$ cat src/rtl/data_mem_arbiter.sv
// Two-port arbiter in front of a single-port data memory: 2-cycle accesses, round-robin by default.
// Define DMARB_FIXED_PRIO_EN for fixed priority (port A wins whenever both ports are eligible).
module data_mem_arbiter #(
   parameter int DEPTH  = 100,
   parameter int ADDR_W = 32,
   parameter int DATA_W = 32
) (
   input  logic              clk,
   input  logic              reset,
   input  logic              a_req,
   input  logic              a_we,
   input  logic [ADDR_W-1:0] a_addr,
   input  logic [DATA_W-1:0] a_wdata,
   output logic              a_ack,
   output logic              a_err,
   output logic [DATA_W-1:0] a_rdata,
   input  logic              b_req,
   input  logic              b_we,
   input  logic [ADDR_W-1:0] b_addr,
   input  logic [DATA_W-1:0] b_wdata,
   output logic              b_ack,
   output logic              b_err,
   output logic [DATA_W-1:0] b_rdata,
   output logic [ADDR_W-1:0] mem_addr,
   output logic              mem_we,
   output logic [DATA_W-1:0] mem_wdata,
   input  logic [DATA_W-1:0] mem_rdata
);

   typedef enum logic {IDLE, ACCESS} state_t;
   typedef enum logic {PORT_A, PORT_B} port_t;

   state_t state, state_next;
   port_t  owner, owner_next;
   port_t  last, last_next;

   logic              a_elig, b_elig, pick_b;
   logic              own_we, in_range;
   logic [ADDR_W-1:0] own_addr;
   logic [DATA_W-1:0] own_wdata;

   // A port whose ack is high this cycle is masked so a late-dropping requester is not served twice.
   assign a_elig = a_req & ~a_ack;
   assign b_elig = b_req & ~b_ack;

`ifdef DMARB_FIXED_PRIO_EN
   assign pick_b = b_elig & ~a_elig;
`else
   assign pick_b = b_elig & (~a_elig | (last == PORT_A));
`endif

   assign own_we    = (owner == PORT_B) ? b_we    : a_we;
   assign own_addr  = (owner == PORT_B) ? b_addr  : a_addr;
   assign own_wdata = (owner == PORT_B) ? b_wdata : a_wdata;
   assign in_range  = (own_addr >> 2) < ADDR_W'(DEPTH);

   // NOTE: every always_comb output gets a default first so no path leaves a latch behind.
   always_comb begin
      state_next = state;
      owner_next = owner;
      last_next  = last;
      mem_addr   = '0;
      mem_wdata  = '0;
      mem_we     = 1'b0;
      case (state)
         IDLE: begin
            if (a_elig | b_elig) begin
               owner_next = pick_b ? PORT_B : PORT_A;
               last_next  = pick_b ? PORT_B : PORT_A;
               state_next = ACCESS;
            end
         end
         ACCESS: begin
            mem_addr   = own_addr;
            mem_wdata  = own_wdata;
            mem_we     = own_we & in_range & ~reset;
            state_next = IDLE;
         end
         default: state_next = IDLE;
      endcase
   end

   // NOTE: sequential state uses non-blocking assignments so every register samples pre-edge values.
   always_ff @(posedge clk) begin
      if (reset) begin
         state   <= IDLE;
         owner   <= PORT_A;
         last    <= PORT_B;
         a_ack   <= 1'b0;
         b_ack   <= 1'b0;
         a_err   <= 1'b0;
         b_err   <= 1'b0;
         a_rdata <= '0;
         b_rdata <= '0;
      end else begin
         state <= state_next;
         owner <= owner_next;
         last  <= last_next;
         a_ack <= (state == ACCESS) && (owner == PORT_A);
         b_ack <= (state == ACCESS) && (owner == PORT_B);
         a_err <= (state == ACCESS) && (owner == PORT_A) && !in_range;
         b_err <= (state == ACCESS) && (owner == PORT_B) && !in_range;
         if (state == ACCESS && !own_we) begin
            if (owner == PORT_A) a_rdata <= in_range ? mem_rdata : '0;
            else                 b_rdata <= in_range ? mem_rdata : '0;
         end
      end
   end

endmodule

$ cat config.mk
export PLATFORM = sky130hd
export DESIGN_NAME = data_mem_arbiter
export DESIGN_NICKNAME = d
export VERILOG_FILES = /design/src/rtl/data_mem_arbiter.sv
export SDC_FILE = /design/constraint.sdc
export NUM_CORES = 1
export LEC_CHECK = 0
export ABC_AREA = 1
export BUFFER_PORTS_ARGS = -buffer_cell sky130_fd_sc_hd__buf_2
export CAP_MARGIN = 20
export CORE_UTILIZATION = 25
export DETAILED_ROUTE_END_ITERATION = 10
export GPL_ROUTABILITY_DRIVEN = 0
export PLACE_DENSITY_LB_ADDON = 0.05
export SLEW_MARGIN = 25
export SYNTH_ARGS = -nofsm -noshare
export SYNTH_HDL_FRONTEND = slang
export SYNTH_SLANG_ARGS = --single-unit
$ cat constraint.sdc
create_clock -name clk -period 2.34 [get_ports clk]
set_clock_uncertainty 0.15 [all_clocks]
set_input_delay 0.351 -clock clk [delete_from_list [all_inputs] [get_ports clk]]
set_output_delay 0.351 -clock clk [all_outputs]
set_load 0.05 [all_outputs]
==> flow_metrics.tcl <==
set metrics [dict create \
    synth_compound_area_share_pct 19.5 \
    nets 1036 \
    cts_tree "yes" \
    arrival_ns 1.88 \
    synth_edf_count 0 \
    crit_fanout 10 \
    synthXorXnorAreaFrac_pct 0 \
    ys_seq_area_share_pct 38.7 \
    synth_top_cells_by_count "nand2_1 (161), o21ai_0 (72), dfxtp_1 (71), nand3_1 (71), a21oi_1 (67)" \
    yosysTopAreaCellShare_pct 38.7 \
    numClockSinks 71 \
    rsz0062_at_grt "true" \
    status "finished with violations" \
    cap_violations 0 \
    period_needed_ns 2.38 \
    reg2reg_depth 11 \
    r2r_end "a_rdata[16]$_SDFFE_PP0P_" \
    synthMuxAreaShare_pct 0 \
    ys_types 18 \
    synthAdderAreaFrac_pct 0 \
    fin_setup_tns_ns -0.0390 \
    antenna_found_initial 4 \
    failed_checks "setup timing" \
    nFillCells 1536 \
    ys_ff_latch 71 \
    insertion_delay_ns 0.32 \
    cp_data_required_time_ns 1.84 \
    dieArea_um2 15200 \
    routed_wl_um 16000 \
    final_hold_viol_count 0 \
    setup_viol_count_final 1 \
    yosys.area_share.simple_pct 31.2 \
    core_um2 14100 \
    post-route-period-util_pct 102 \
    grt_pass1_vias 4474 \
    synth_area_leaders "dfxtp_1 (39%), nand2_1 (16%), o21ai_0 (9.8%)" \
    critical_path_class "flop to primary output" \
    syn_nets 752 \
    hold_path_depth 2 \
    cts_buffers 9 \
    place_hpwl_um 11500 \
    pin_count 299 \
    async_reset_ff_share_pct 0 \
    vias 4899 \
    ys.flop_type "dfxtp_1" \
    grt_util_all_layers_pct 19.7 \
    grt_pass1_wl_um 22900 \
    ctsHoldBuffers 0 \
    drive_gt1_share_pct 40.3 \
    max-vdd-ir-drop_mv 0.432 \
    portBuffers 298 \
    num_rows 43 \
    netlist_area_um2 3670 \
    die_h_um 123 \
    firstDrtPassIters 5 \
    cts_buffer_depth 2 \
    p_per_area_nw_per_um2 631 \
    avgRoutedWirePerCell_um 15.1 \
    cts_root_buffer "clkbuf_16" \
    timing.fmax_mhz 420 \
    synth_most_common_cell "nand2_1" \
    grt_max_degree 65 \
    die_w_um 123 \
    fin_ws_ns -0.0390 \
    start_util_pct 26.1 \
    start_kind "flop" \
    antenna_left 0 \
    drv_slew 0 \
    relSlewSlack_pct 72.6 \
    avgSynthCellArea_um2 6.27 \
    syn_inst 586 \
    ff2ff_setup_slack_ns 0.25 \
    drt_iter0_drc 228 \
    tightestPinTransition_ns 0.411 \
    cp-end-kind "primary output" \
    synth.largest_area_cell "dfxtp_1" \
    drc 0 \
    post-place-cells 1032 \
    clk_pin_slew_worst_paths_ns 0.05 \
    area_delta_synth_final_pct 63.5 \
    regArea_um2 1430 \
    whs_ns 0.125 \
    hp-class "input pin to flop" \
    overflow 0 \
    vias_per_cell 4.63 \
    min_from "reset" \
    r2r_start "owner$_SDFFE_PP0P_" \
    fin_cells 1058 \
    htree_levels 3 \
    synth_top_family_by_area "simple AND/OR/NAND/NOR gates" \
    multiInputGateArea_um2 1930 \
    yosysWarnings 0 \
    p_leak_uw 0.00333 \
    holdPathEnd "owner$_SDFFE_PP0P_" \
]
## flip-flops by register name (all words and copies together), names as in the netlist
signal	count
last	1
b_rdata	32
owner	1
a_err	1
b_err	1
b_ack	1
a_rdata	32
a_ack	1
state	1
## cell type report
class | instances | area share [%]
Multi-Input combinational cell | 418 | 32.2
Sequential cell | 71 | 23.7
Antenna cell | 3 | 0.125
Tap cell | 180 | 3.75
Clock inverter | 4 | 0.479
Clock buffer | 12 | 4.44
Timing Repair Buffer | 318 | 31.9
Inverter | 52 | 3.33
## critical path, cell delays in order (launching register included)
cell and delay, ns:
dfxtp_4 0.45, buf_12 0.16, nand2_2 0.07, o21ai_4 0.07
nand2_1 0.07, nor2_1 0.10, nand2_1 0.11, nor2_4 0.14
nand2_2 0.09, a21oi_4 0.14, buf_12 0.15
## logic make-up after synthesis
logic type | Yosys count
AOI/OAI and AO/OA | 142
DFF | 71
buffers and inverters | 97
and+or+nand+nor | 276
## layer usage
layer  vias to the layer above  wire, um  part of all wire, %  track usage, %
met5                         -        13                0.081               0
met4                         2       225                  1.4            6.93
met3                        15      1270                  8.0            6.37
met2                       174      8190                   51            35.7
met1                      2227      6260                   39            21.4
li1                       2481         -                    -               -
## where the power goes
part           total, uW  internal (uW)  switching (uW)  leakage (uW)
combinational       1180            370             814       0.00261
clock               1310            804             508      0.000141
sequential          1300           1260            31.0      0.000578
## layout by cell type (no fill, tap or decap), types with 2 or more instances in the layout
cell type   instances
a21oi_1            66
buf_12              6
buf_16              2
buf_2             262
buf_4              19
bufbuf_16           2
clkbuf_16          10
clkbuf_4           25
clkbuf_8            3
clkinv_4            2
clkinvlp_4          2
dfxtp_1            70
diode_2             3
inv_1              50
nand2_1           158
nand2_2             3
nand3_1            71
nand4_1             2
nor2_1             38
nor2_4              4
o21ai_0            64
o21ai_2             7
## worst max path at each step
stage | from | end | slack (ns) | cells after the start
after CTS | owner$_SDFFE_PP0P_ | mem_we | -0.06 | 11
after global routing | owner$_SDFFE_PP0P_ | mem_we | -0.13 | 10
final | owner$_SDFFE_PP0P_ | mem_we | -0.04 | 10
after detailed placement | owner$_SDFFE_PP0P_ | mem_we | 0.18 | 11
after global placement | owner$_SDFFE_PP0P_ | mem_we | 0.19 | 9
after floorplan | owner$_SDFFE_PP0P_ | mem_we | 0.02 | 11
## stage by stage
step	util (%)	instance area, um^2	power, uW	setup slack [ns]
finish	42.6	6000	3790	-0.0390
global route	42.6	6000	3970	-0.126
global placement	38.2	5390	2410	0.193
floorplan	-	3680	2050	0.0171
detailed placement	38.2	5390	2420	0.183
CTS	41.6	5860	3810	-0.0576
## what timing repair did
item / in CTS / in global routing
pin swaps: 2 / 6
endpoints found under the setup margin: 1 / 37
buffers inserted: 1 / 1
cloned: 4 / 1
gates resized for setup: 25 / 50
Note: power is estimated with default switching activity, not from simulation.
